`src/rtl/prescale_scheduler.sv`:
```
// prescale_scheduler: one shared divide-by-(PRESCALE+1) prescaler feeding NCH timers.
// Define PRESCALER_RESYNC_EN to zero the prescaler on every accepted start.
module prescale_scheduler #(
  parameter int PRESCALE = 71,
  parameter int NCH      = 4,
  parameter int CW       = 16
) (
  input  logic                   cin,
  input  logic                   rst,
  input  logic                   wr_en,
  output logic                   wr_ready,
  input  logic [1:0]             wr_op,
  input  logic [$clog2(NCH)-1:0] wr_ch,
  input  logic [CW-1:0]          wr_data,
  input  logic                   wr_mode,
  output logic [NCH-1:0]         tick,
  output logic [NCH-1:0]         cout,
  output logic [NCH-1:0]         busy,
  output logic [NCH-1:0]         done,
  output logic                   err
);

  localparam int AW = $clog2(NCH);
  localparam int PW = (PRESCALE < 1) ? 1 : $clog2(PRESCALE + 1);

  localparam logic [1:0] OP_NOP   = 2'b00;
  localparam logic [1:0] OP_LOAD  = 2'b01;
  localparam logic [1:0] OP_START = 2'b10;
  localparam logic [1:0] OP_STOP  = 2'b11;

  typedef enum logic {IDLE, RUN} state_t;

  state_t          state_q [NCH];
  state_t          state_d [NCH];
  logic [CW-1:0]   cnt_q   [NCH];
  logic [CW-1:0]   cnt_d   [NCH];
  logic [CW-1:0]   rld_q   [NCH];
  logic [CW-1:0]   rld_d   [NCH];
  logic [NCH-1:0]  mode_q, mode_d;
  logic [NCH-1:0]  ld_q, ld_d;
  logic [NCH-1:0]  tick_d, cout_d, done_d;
  logic [NCH-1:0]  hit;
  logic            err_d;
  logic [PW-1:0]   pcount;
  logic            pre_tick;
  logic            acc;
  logic            resync;

  assign pre_tick = (pcount == PW'(PRESCALE));
  assign acc      = wr_en && wr_ready;

`ifdef PRESCALER_RESYNC_EN
  assign resync = acc && (wr_op == OP_START);
`else
  assign resync = 1'b0;
`endif

  always_ff @(posedge cin) begin
    if (rst) begin
      pcount <= '0;
    end else if (resync || pre_tick) begin
      pcount <= '0;
    end else begin
      pcount <= pcount + PW'(1);
    end
  end

  // A channel addressed by the current write ignores this cycle's pre_tick.
  always_comb begin
    for (int c = 0; c < NCH; c++) begin
      hit[c] = acc && (wr_op != OP_NOP) && (wr_ch == AW'(c));
    end
  end

  always_comb begin
    err_d = err;
    for (int c = 0; c < NCH; c++) begin
      state_d[c] = state_q[c];
      cnt_d[c]   = cnt_q[c];
      rld_d[c]   = rld_q[c];
      mode_d[c]  = mode_q[c];
      ld_d[c]    = ld_q[c];
      tick_d[c]  = 1'b0;
      cout_d[c]  = cout[c];
      done_d[c]  = done[c];
      if (hit[c]) begin
        case (wr_op)
          OP_LOAD: begin
            if (wr_data == '0) begin
              err_d = 1'b1;
            end else begin
              rld_d[c]  = wr_data;
              mode_d[c] = wr_mode;
              ld_d[c]   = 1'b1;
              done_d[c] = 1'b0;
            end
          end
          OP_START: begin
            if (ld_q[c]) begin
              cnt_d[c]   = rld_q[c];
              state_d[c] = RUN;
              done_d[c]  = 1'b0;
            end else begin
              err_d = 1'b1;
            end
          end
          OP_STOP: state_d[c] = IDLE;
          default: ;
        endcase
      end else if (state_q[c] == RUN && pre_tick) begin
        if (cnt_q[c] == CW'(1)) begin
          tick_d[c] = 1'b1;
          cout_d[c] = ~cout[c];
          if (mode_q[c]) begin
            cnt_d[c] = rld_q[c];
          end else begin
            state_d[c] = IDLE;
            done_d[c]  = 1'b1;
          end
        end else begin
          cnt_d[c] = cnt_q[c] - CW'(1);
        end
      end
    end
  end

  always_comb begin
    for (int c = 0; c < NCH; c++) begin
      busy[c] = (state_q[c] == RUN);
    end
  end

  always_ff @(posedge cin) begin
    if (rst) begin
      wr_ready <= 1'b0;
      tick     <= '0;
      cout     <= '0;
      done     <= '0;
      err      <= 1'b0;
      mode_q   <= '0;
      ld_q     <= '0;
      for (int c = 0; c < NCH; c++) begin
        state_q[c] <= IDLE;
        cnt_q[c]   <= '0;
        rld_q[c]   <= '0;
      end
    end else begin
      wr_ready <= !acc;
      tick     <= tick_d;
      cout     <= cout_d;
      done     <= done_d;
      err      <= err_d;
      mode_q   <= mode_d;
      ld_q     <= ld_d;
      for (int c = 0; c < NCH; c++) begin
        state_q[c] <= state_d[c];
        cnt_q[c]   <= cnt_d[c];
        rld_q[c]   <= rld_d[c];
      end
    end
  end

endmodule

```
`config.mk`:
```
export PLATFORM = sky130hd
export DESIGN_NAME = prescale_scheduler
export DESIGN_NICKNAME = d
export VERILOG_FILES = /design/src/rtl/prescale_scheduler.sv
export SDC_FILE = /design/constraint.sdc
export NUM_CORES = 1
export LEC_CHECK = 0
export ABC_CLOCK_PERIOD_IN_PS = 4450
export BUFFER_PORTS_ARGS = -buffer_cell sky130_fd_sc_hd__buf_2
export CORE_MARGIN = 2
export CORE_UTILIZATION = 57
export DETAILED_ROUTE_END_ITERATION = 8
export PLACE_DENSITY_LB_ADDON = 0.12
export SLEW_MARGIN = 20
export SYNTH_ARGS = -nofsm -noshare
export SYNTH_HDL_FRONTEND = slang
export SYNTH_SLANG_ARGS = --single-unit
```
`constraint.sdc`:
```
create_clock -name cin -period 4.45 [get_ports cin]
set_input_delay 0.2225 -clock cin [delete_from_list [all_inputs] [get_ports cin]]
set_output_delay 0.2225 -clock cin [all_outputs]
set_load 0.01 [all_outputs]
```
==> run_results.csv <==
group,metric,value,unit
layout,layout.nets,1063,
place,place_hpwl,15.3,mm
synth,ys.flop_type,"dfxtp_1",
detailed_routing,highest_layer,"met4",
synth,synth_commonest_cells,"dfxtp_1, a21oi_1, nand2_1",
sta,grt_setup_unrepaired,"false",
cts,hold_buffers,0,
place,place_ws,1.44,ns
sta,fmax,328,MHz
synth,synth.cell_area,8530,um2
place,portBuffers,41,
cts,clkTransAtPathRegs,0.06,ns
detailed_routing,ant_nets,0,
setup_path,r2r_slack,1.40,ns
detailed_routing,wl_met3,1.56,mm
setup_path,crit_path_top_delay_cell,"and4b_1",
run_status,status,"finished, final reports clean",
setup_path,rr_startpoint,"cnt_q[0][11]",
setup_path,cp.required,4.74,ns
detailed_routing,drt_first_pass_iters,6,
setup_path,critPathMaxStageDelay,0.65,ns
power,cellPowerDensity,355,nW/um2
sta,period_share,0.686,
die,die_x,126,um
detailed_routing,viasPerCell,6.35,
layout,final_util,0.644,
synth,synth_area_per_cell,8.31,um2
setup_path,crit_path_end_kind,"register",
sta,setup_viol,0,
setup_path,crit_buf_inv,0,
die,rows,44,
setup_path,crit_path_frequent_cell,"a21o_1",
setup_path,critPathTopFamily,"compound AO/OA/AOI/OAI gates",
synth,ys_seq_elements,161,
setup_path,crit_path_start,"cnt_q[0][11]",
detailed_routing,drc,0,
cts,htree_num_levels,4,
sta,slew_viol_final,0,
die,die_h,126,um
die,initial_core_util,0.585,
layout,syn_to_final_growth,10.2,%
detailed_routing,drt-met1-wl,10.4,mm
synth,yosysTopAreaCellShare,0.378,
synth,synth_seq_area_share,0.378,
global_route,antenna_found_initial,2,
synth,syn_inst,1027,
setup_path,worst-path-stages,5,
sta,min_period,3.05,ns
cts,worstSkewPairLatency,0.43,ns
synth,yosysWarnings,0,
cts,cts_buffers,17,
synth,synthArstFlopShare,0,
layout,drive_above_1_share,0.118,
layout,antenna_cells,0,
synth,ys_types,74,
die,num_io_pins,42,
cts,cts_resized,0,
setup_path,path_cells,"or4_4 > and4b_1 > a21o_1 > a21o_1 > o32ai_1",
synth,synth_top_area_cell,"dfxtp_1",
place,placed_cell_area,8690,um2
synth,synth.most_common_cell,"dfxtp_1",
power,leakagePower,3.84,nW
sta,setup_tns,0,ns
global_route,overflow,0,
layout,final_area,9400,um2
sta,setup_ws,1.40,ns
setup_path,rr_endpoint,"cnt_q[0][14]",
global_route,grt_max_degree,70,
sta,whs,0.0760,ns
job,cap_violations,0,
synth,synth_top_cells_by_area,"dfxtp_1, a21oi_1, mux2i_1, o32ai_1, nand2_1",
setup_path,cp.arrival,3.34,ns
detailed_routing,vias,7766,
sta,fin_skew,0.0104,ns
die,die-area,16000,um2
setup_path,r2r.worst_path.cells,5,
cts,clock-sinks,161,
setup_path,timing.critical_path.to,"cnt_q[0][14]",
setup_path,worst-path-max-fanout,19,
power,ir_worst_vdd,0.322,mV
sta,timing.final.hold_violations,0,
sta,slew_headroom,0.316,
detailed_routing,drtIter0Drc,914,
global_route,grt_pass1_wl,36.6,mm
detailed_routing,routed_wl,23.0,mm
global_route,grt_usage,0.287,
global_route,grt_pass1_vias,6980,
cts,post_cts_buffers,0,
setup_path,startpoint_type,"register",
detailed_routing,wl_met2,10.6,mm
detailed_routing,routedWlPerCell,18.8,um
place,gp_congestion,0.890,
hold_path,min_path_type,"in2reg",
setup_path,crit_type,"reg2reg",
cts,cts_tree,"yes",
synth,synth_edf_count,0,
sta,worst_pin_slew,1.02,ns
cts,cts_buffer_depth,2,
cts,clockRootBuffer,"clkbuf_16",
synth,synth_fp_nets,1064,
die,core_region_area,14600,um2
## layer usage
layer | global-route usage | vias up
met1 | 0.397 | 3675
met3 | 0.0624 | 37
met5 | 0 | -
met2 | 0.454 | 273
li1 | - | 3781
met4 | 0.0808 | 0
## worst min path at each step
stage / startpoint / to / slack [ns] / cells past startpoint
after global placement: rld_q[2][13] / rld_q[2][13] / 0.44 / 2
after detailed placement: rld_q[2][10] / rld_q[2][10] / 0.45 / 2
after floorplan: wr_en / wr_ready / 0.32 / 1
final: wr_en / wr_ready / 0.08 / 2
after CTS: wr_en / wr_ready / 0.06 / 2
after global routing: wr_en / wr_ready / 0.08 / 2
## state kept, by name, summed over array words and instances (netlist names)
| name | count |
|---|---|
| wr_ready | 1 |
| ld_q | 4 |
| err | 1 |
| cout | 4 |
| state_q | 4 |
| done | 4 |
| tick | 4 |
| mode_q | 4 |
| pcount | 7 |
| cnt_q | 64 |
| rld_q | 64 |
## report_power, final
group	switching (mW)	total, mW	internal [mW]
logic	0.101	0.138	0.0375
clock network	0.589	1.74	1.15
registers	0.00575	1.45	1.45
total	0.695	3.33	2.64
## logic make-up after synthesis
kind of cell,after synthesis,share of synthesized area
simple gates,342,0.210
compound gates,306,0.248
flops,161,0.378
buf+inv,145,0.0745
mux,53,0.0640
fa+ha+maj,13,0.0191
xor+xnor,7,0.00719
## through the flow
step / power, mW / cells
after global placement: 1.62 / 1191
final: 3.33 / 1223
after global routing: 3.43 / 1223
after CTS: 3.35 / 1223
after floorplan: 1.56 / 1027
after detailed placement: 1.62 / 1191
## cell usage in the layout (no fill, tap or decap), types with 9 or more instances in the layout
master	instances
a211oi_1	13
a21oi_1	103
a22oi_1	13
a2bb2oi_1	14
buf_2	40
buf_4	12
clkbuf_16	17
dfxtp_1	161
ha_1	13
inv_1	73
mux2i_1	50
nand2_1	93
nand2b_1	9
nand3_1	22
nand4_1	10
nor2_1	67
nor3_1	36
nor4_1	27
o21ai_0	56
o32ai_1	43
or3_1	10
or4_1	14
## cell type report
class / count / area (um2)
Sequential cell: 161 / 3220
Fill cell: 1255 / 5190
Tap cell: 184 / 230
Inverter: 73 / 274
Timing Repair Buffer: 52 / 290
Clock buffer: 22 / 474
Clock inverter: 10 / 228
Multi-Input combinational cell: 721 / 4680
## worst register-to-register path: stages (launching register included)
cell and delay (ns):
dfxtp_1 0.37, or4_4 0.59, and4b_1 0.66, a21o_1 0.60, a21o_1 0.54, o32ai_1 0.16
No activity file was read; power rests on OpenSTA's default activity.
